`src/rtl/jk_register_bank.sv`:
```
// jk_register_bank
//   WIDTH-bit bank of independent JK flip-flops. Each bit can be held, cleared, set or
//   toggled by its J/K pair when en is high. A synchronous parallel load overrides JK
//   updates. A registered change pulse and a saturating change-event counter follow Q.
//
// Ports:
//   clk        in   clock, rising-edge active
//   reset      in   synchronous active-high reset (overrides everything)
//   en         in   JK update enable
//   load       in   parallel load strobe (wins over en/J/K)
//   load_data  in   [WIDTH] value loaded into Q
//   J, K       in   [WIDTH] per-bit JK controls
//   tmask      in   [WIDTH] per-bit toggle enable (only with JK_BANK_TOGGLE_MASK_EN)
//   cnt_clr    in   synchronous clear of change_cnt
//   Q          out  [WIDTH] bank state
//   changed    out  high for the cycle in which Q first shows a new value
//   change_cnt out  [CNT_W] saturating count of cycles in which Q changed
//
// Build option:
//   JK_BANK_TOGGLE_MASK_EN  adds tmask; bits with tmask[i]=0 treat JK=11 as hold.

module jk_register_bank #(
    parameter int unsigned      WIDTH     = 8,
    parameter int unsigned      CNT_W     = 16,
    parameter logic [WIDTH-1:0] RESET_VAL = {WIDTH{1'b0}}
) (
    input  logic             clk,
    input  logic             reset,
    input  logic             en,
    input  logic             load,
    input  logic [WIDTH-1:0] load_data,
    input  logic [WIDTH-1:0] J,
    input  logic [WIDTH-1:0] K,
`ifdef JK_BANK_TOGGLE_MASK_EN
    input  logic [WIDTH-1:0] tmask,
`endif
    input  logic             cnt_clr,
    output logic [WIDTH-1:0] Q,
    output logic             changed,
    output logic [CNT_W-1:0] change_cnt
);

    logic [WIDTH-1:0] q_q, q_d;
    logic             changed_q, changed_d;
    logic [CNT_W-1:0] cnt_q, cnt_d;
    logic [WIDTH-1:0] toggle_en;
    logic             q_change;

`ifdef JK_BANK_TOGGLE_MASK_EN
    assign toggle_en = tmask;
`else
    assign toggle_en = {WIDTH{1'b1}};
`endif

    // Next-state for the bank: load > JK (when enabled) > hold.
    always_comb begin
        q_d = q_q;
        if (load) begin
            q_d = load_data;
        end else if (en) begin
            for (int i = 0; i < int'(WIDTH); i++) begin
                unique case ({J[i], K[i]})
                    2'b00: q_d[i] = q_q[i];
                    2'b01: q_d[i] = 1'b0;
                    2'b10: q_d[i] = 1'b1;
                    2'b11: q_d[i] = toggle_en[i] ? ~q_q[i] : q_q[i];
                endcase
            end
        end
    end

    assign q_change  = (q_d != q_q);
    assign changed_d = q_change;

    // Clear takes precedence over counting the same cycle's change; saturate at all-ones.
    always_comb begin
        cnt_d = cnt_q;
        if (cnt_clr) begin
            cnt_d = {CNT_W{1'b0}};
        end else if (q_change && !(&cnt_q)) begin
            cnt_d = cnt_q + {{(CNT_W-1){1'b0}}, 1'b1};
        end
    end

    always_ff @(posedge clk) begin
        if (reset) begin
            q_q       <= RESET_VAL;
            changed_q <= 1'b0;
            cnt_q     <= {CNT_W{1'b0}};
        end else begin
            q_q       <= q_d;
            changed_q <= changed_d;
            cnt_q     <= cnt_d;
        end
    end

    assign Q          = q_q;
    assign changed    = changed_q;
    assign change_cnt = cnt_q;

endmodule

```
`config.mk`:
```
export PLATFORM = sky130hd
export DESIGN_NAME = jk_register_bank
export DESIGN_NICKNAME = d
export VERILOG_FILES = /design/src/rtl/jk_register_bank.sv
export SDC_FILE = /design/constraint.sdc
export NUM_CORES = 1
export LEC_CHECK = 0
export BUFFER_PORTS_ARGS = -buffer_cell sky130_fd_sc_hd__clkbuf_2
export CAP_MARGIN = 20
export CORE_ASPECT_RATIO = 0.75
export CORE_MARGIN = 10
export CORE_UTILIZATION = 49
export DETAILED_ROUTE_END_ITERATION = 12
export HOLD_SLACK_MARGIN = 0.06
export PLACE_DENSITY_LB_ADDON = 0.2
export SLEW_MARGIN = 40
export SYNTH_ARGS = -nofsm -noshare
export SYNTH_HDL_FRONTEND = slang
export SYNTH_SLANG_ARGS = --single-unit
```
`constraint.sdc`:
```
create_clock -name clk -period 2.2 [get_ports clk]
set_input_delay 0.11 -clock clk [delete_from_list [all_inputs] [get_ports clk]]
set_output_delay 0.11 -clock clk [all_outputs]
set_load 0.005 [all_outputs]
```
# Word-level counts from Yosys, hierarchy flattened

Cells that the tools add are included.

Word-level logic and storage cells: 59
Bits of input ports: 29
Bits in registers: 25
Output and inout port bits: 25

$add $sub $neg: 1
Bitwise logic cells: 8
Muxes and demuxes: 10
Equal/unequal tests: 25
Reduce and logical (&&, ||, !) cells: 12

Operator list:

| cell                                           | count |
|---|---|
| == test 2 bit (second input constant)          | 16 |
| case mux 1 bit (4 select lines)                | 8 |
| adder 16 x 1 -> 16 bit (second input constant) | 1 |
| == test 2 x 1 -> 1 bit (second input constant) | 8 |
| logical NOT 2 bit                              | 8 |
| two-way mux 8 bit                              | 2 |
| AND reduction 16 bit                           | 1 |
| != test 8 bit                                  | 1 |
| inverter 1 bit                                 | 8 |
| OR reduction 2 bit                             | 1 |
| logical AND 1 bit                              | 1 |
| logical NOT 1 bit                              | 1 |

# Depth between registers and ports, before layout

Depth after elaboration: 6
Gate-level depth with buffers: 10
Gate-level depth less buffers: 6

# Worst setup path after synthesis

OpenSTA, ideal clock, no wires.

Kind: register to register
From: register cnt_q[6], in the netlist change_cnt[6]
To: register cnt_q[15], in the netlist change_cnt[15]
Period minus slack after synthesis: 1,768 ps
Path slack: 432 ps
Data required time: 2,130 ps
Stages on the path, launching flop included: 7
Arrival: 1,697 ps
Buffers on the path: 0
Library setup time: 70 ps
Cells stage by stage: dfxtp_1 > nand3_1 > nor2_1 > nand4_1 > or3_1 > or4_1 > a21oi_1

Longest elaborated chain between the ends: 3
Elaborated cells between the ends (all ways): 4
Those cells by class: add/sub: 1; reduce/logical: 3

RTL lines:

| item                                                           | RTL line | source |
|---|---|---|
| start: declaration                                             | 45       | `logic [CNT_W-1:0] cnt_q, cnt_d;` |
| start signal: assignment                                       | 89       | `cnt_q <= {CNT_W{1'b0}};` |
| start signal: assignment                                       | 93       | `cnt_q <= cnt_d;` |
| branches (longest 3 deep; another with adder 16 x 1 -> 16 bit) | n/a      |  |

Parallel ways; which one is timed is not known.
A chain may end at the register's enable or synchronous reset.

# Final worst setup path

From: register cnt_q[2], in the netlist change_cnt[2]
To: register cnt_q[14], in the netlist change_cnt[14]

Same word-level chain as after synthesis.

==> run_results.csv <==
group,metric,value,unit
status,run_status,"completed",
logic_synthesis,synth_seq_cells,25,
run,maxCapViolations,0,
logic_synthesis,synth_nets,215,
timing,final.setup_skew,0.00282,ns
logic_synthesis,yosys_warnings,0,
logic_synthesis,post_synth_fa_ha_maj_area_fraction,0.00845,
setup_path,crit_required,2.40,ns
timing,final.min_clock_period,2.00,ns
placed_design,dp_slack,0.247,ns
layout,num-fill-cells,282,
floorplanning,floorplan_core_area,2910,sq um
setup_path,worst_path_max_delay_cell,"sky130_fd_sc_hd__or3_1",
logic_synthesis,yosys-mux-area-fraction,0.0135,
route,route.detailed.vias_per_inst,5.92,
timing,setup_viol,0,
layout,post_synthesis_to_final_layout_area_growth,23.9,%
floorplanning,rows,17,
placed_design,dp.final_hpwl,3320,microns
clock_network,cts_htree_levels,1,
route,final_routed_drc_violation_total,0,
logic_synthesis,xor_xnor_share_of_the_synthesized_area,0.0414,
timing,final-max-slew-violation-count,0,
floorplanning,die_width,83.5,microns
route,ant_nets,0,
logic_synthesis,yosys.area_share.simple,0.254,
setup_path,critPathLaunchType,"flip-flop",
logic_synthesis,synth_top_family_by_area,"compound AO/OA/AOI/OAI gates",
global_routing,grt_max_degree,29,
global_routing,overall_fraction_of_global_route_tracks_in_use,0.149,
route,drt-wirelength-per-cell,15.7,microns
placed_design,dpl-instance-area,1790,sq um
logic_synthesis,ys_dominant_reg_cell,"sky130_fd_sc_hd__dfxtp_1",
route,routed-via-count,1628,
clock_network,tritoncts_clock_tree,"yes",
clock_network,clkSinkCount,25,
logic_synthesis,async_reset_ff_frac,0,
logic_synthesis,post_synth_instance_area,1480,sq um
setup_path,path_max_fanout,7,
global_routing,first_global_vias,1488,
layout,post_route_cells_drive_above_1_share,0.283,
timing,post-route-worst-setup-slack,0.200,ns
route,dr.first_iter.drc_count,111,
power,power_leakage,0.000705,uW
route,dr.pass1.iters,4,
clock_network,clk_latency,0.27,ns
setup_path,timing_worst_setup_path_type,"flip-flop to flip-flop",
setup_path,longest_individual_stage_delay_on_the_worst_path,0.44,ns
global_routing,antenna_found_initial,0,
power,p_per_area,502,nW/um^2
global_routing,wire_length_of_the_first_global_routing_pass,7170,microns
layout,nNetsFinal,268,
setup_path,critical-path-top-delay-family,"simple AND/OR/NAND/NOR gates",
layout,area.sequential,500,sq um
placed_design,number_of_buffer_cells_added_on_primary_ports,53,
clock_network,cts.clk_slew.worst_paths,0.08,ns
setup_path,cp-end-kind,"flip-flop",
logic_synthesis,post_synthesis_average_cell_area,8.00,sq um
floorplanning,initial_utilization,0.508,
timing,worstMarginPinSlew,0.379,ns
setup_path,timing.critical_path.cells,"nand3_1 > nor2_2 > nand2_1 > or3_1 > or4_1 > o21ai_1",
clock_network,root_buffer,"sky130_fd_sc_hd__clkbuf_8",
global_routing,remaining_overflow_grt,0,
timing,fin_setup_tns,0,ns
logic_synthesis,syn_inst,185,
placed_design,routabilityCongestion,0.887,
power,vdd.ir_drop.worst,0.429,mV
timing,timing.final.hold_violations,0,
clock_network,clock_path_buffers,2,
min_path,worstHoldPathType,"input port to flip-flop",
logic_synthesis,seq_area_frac_synth,0.338,
setup_path,cp.arrival,2.20,ns
floorplanning,floorplan.die_area,5640,sq um
setup_path,path_buf_inv,0,
timing,max_slew_margin,0.744,
floorplanning,io_pins,54,
layout,finish.instance_area,1830,sq um
layout,diodes,0,
floorplanning,die_h,67.6,microns
route,totalWireLength,4310,microns
logic_synthesis,synth_enable_flop_cells,0,
timing,period_share,0.909,
clock_network,cts_inserted_buffers,3,
logic_synthesis,post_synth_cell_types,39,
logic_synthesis,synth_compound_area_frac,0.276,
timing,timing.fmax,500,MHz
layout,multi_input_comb_area,885,sq um
[cells in the mapped netlist, types with 5 or more instances]
master | n | area (sq um)
sky130_fd_sc_hd__a21oi_1 | 30 | 150
sky130_fd_sc_hd__dfxtp_1 | 25 | 500
sky130_fd_sc_hd__inv_1 | 7 | 26.3
sky130_fd_sc_hd__nand2_1 | 15 | 56.3
sky130_fd_sc_hd__nand3_1 | 9 | 45.0
sky130_fd_sc_hd__nand4_1 | 6 | 37.5
sky130_fd_sc_hd__nor2_1 | 11 | 41.3
sky130_fd_sc_hd__o31ai_1 | 9 | 67.6
sky130_fd_sc_hd__or3_1 | 5 | 31.3
sky130_fd_sc_hd__or4_1 | 10 | 75.1
[flip-flops by register name, summed over array words and instances (netlist names)]
register,cells
changed,1
Q,8
change_cnt,16
[where the power goes]
part | internal [uW] | total, uW | switching (uW) | leakage (uW)
logic | 79.3 | 165 | 86.0 | 0.000478
clock network | 130 | 271 | 142 | 0.0000228
registers | 466 | 484 | 18.0 | 0.000204
total | 675 | 920 | 246 | 0.000705
[layout make-up]
class,instances,area share
multi-input cells,141,0.482
flip-flops and latches,25,0.273
repair buffers,60,0.180
well taps,38,0.0259
clock buffers,4,0.0246
inverters,7,0.0143
[worst min-delay path: cells and delay by family]
kind	cells	cell delay, ns
buffers and inverters	1	0.09
AND/OR/NAND/NOR	1	0.06
AO/OA/AOI/OAI	1	0.05
[routing by layer]
metal | track usage | share of wire | vias up
li1 | - | - | 821
met1 | 0.182 | 0.46 | 764
met2 | 0.251 | 0.47 | 39
met3 | 0.0505 | 0.067 | 4
met4 | 0.0333 | 0.0072 | 0
met5 | 0 | 0 | -
[kinds of logic after synthesis]
logic type,Yosys count
DFF,25
muxes,2
and+or+nand+nor,69
buffers and inverters,19
adders and majority gates,1
xor gates and xnor gates,7
AOI/OAI and AO/OA,62
[path summary, 6_finish.rpt]
path         slack (ns)                        from  depth (start not counted)                           to
max reg2reg        0.20  change_cnt[2]$_SDFFE_PP0P_                          6  change_cnt[14]$_SDFFE_PP0P_
max                0.20  change_cnt[2]$_SDFFE_PP0P_                          6  change_cnt[14]$_SDFFE_PP0P_
min reg2reg        0.49  change_cnt[5]$_SDFFE_PP0P_                          2   change_cnt[5]$_SDFFE_PP0P_
min                0.09                load_data[1]                          3              Q[1]$_SDFF_PP0_
[placed cells by master, fill, tap and decap left out, types with 2 or more instances in the layout]
cell type,n
sky130_fd_sc_hd__or3_1,5
sky130_fd_sc_hd__a311oi_1,4
sky130_fd_sc_hd__inv_1,7
sky130_fd_sc_hd__clkbuf_2,53
sky130_fd_sc_hd__buf_4,6
sky130_fd_sc_hd__nand4_1,6
sky130_fd_sc_hd__a22oi_1,3
sky130_fd_sc_hd__nand2_1,15
sky130_fd_sc_hd__o31ai_1,9
sky130_fd_sc_hd__xor2_1,3
sky130_fd_sc_hd__mux2i_1,2
sky130_fd_sc_hd__a21oi_1,30
sky130_fd_sc_hd__nor2_2,2
sky130_fd_sc_hd__clkbuf_8,3
sky130_fd_sc_hd__o21ai_1,2
sky130_fd_sc_hd__o2111ai_1,2
sky130_fd_sc_hd__or4_1,10
sky130_fd_sc_hd__nand4b_1,2
sky130_fd_sc_hd__nor2_1,10
sky130_fd_sc_hd__o41ai_1,4
sky130_fd_sc_hd__dfxtp_1,25
sky130_fd_sc_hd__nand3_1,9
sky130_fd_sc_hd__nand2b_1,3
sky130_fd_sc_hd__xnor2_1,4
sky130_fd_sc_hd__a311o_1,4
[through the flow]
| step | utilization | std cells | hold slack (ns) | power (uW) |
|---|---|---|---|---|
| after global placement | 0.613 | 271 | 0.371 | 657 |
| after CTS | 0.629 | 275 | 0.0890 | 929 |
| final | 0.629 | 275 | 0.0911 | 920 |
| after global routing | 0.629 | 275 | 0.107 | 969 |
| after detailed placement | 0.613 | 271 | 0.378 | 659 |
| after floorplan | - | 185 | 0.251 | 589 |
[repair_timing]
item,4_1_cts,5_1_grt
setup buffers,0,0
hold buffers,0,0
resized for setup,0,1
endpoints found under the setup margin,0,1
Note: power is estimated with default switching activity, not from simulation.
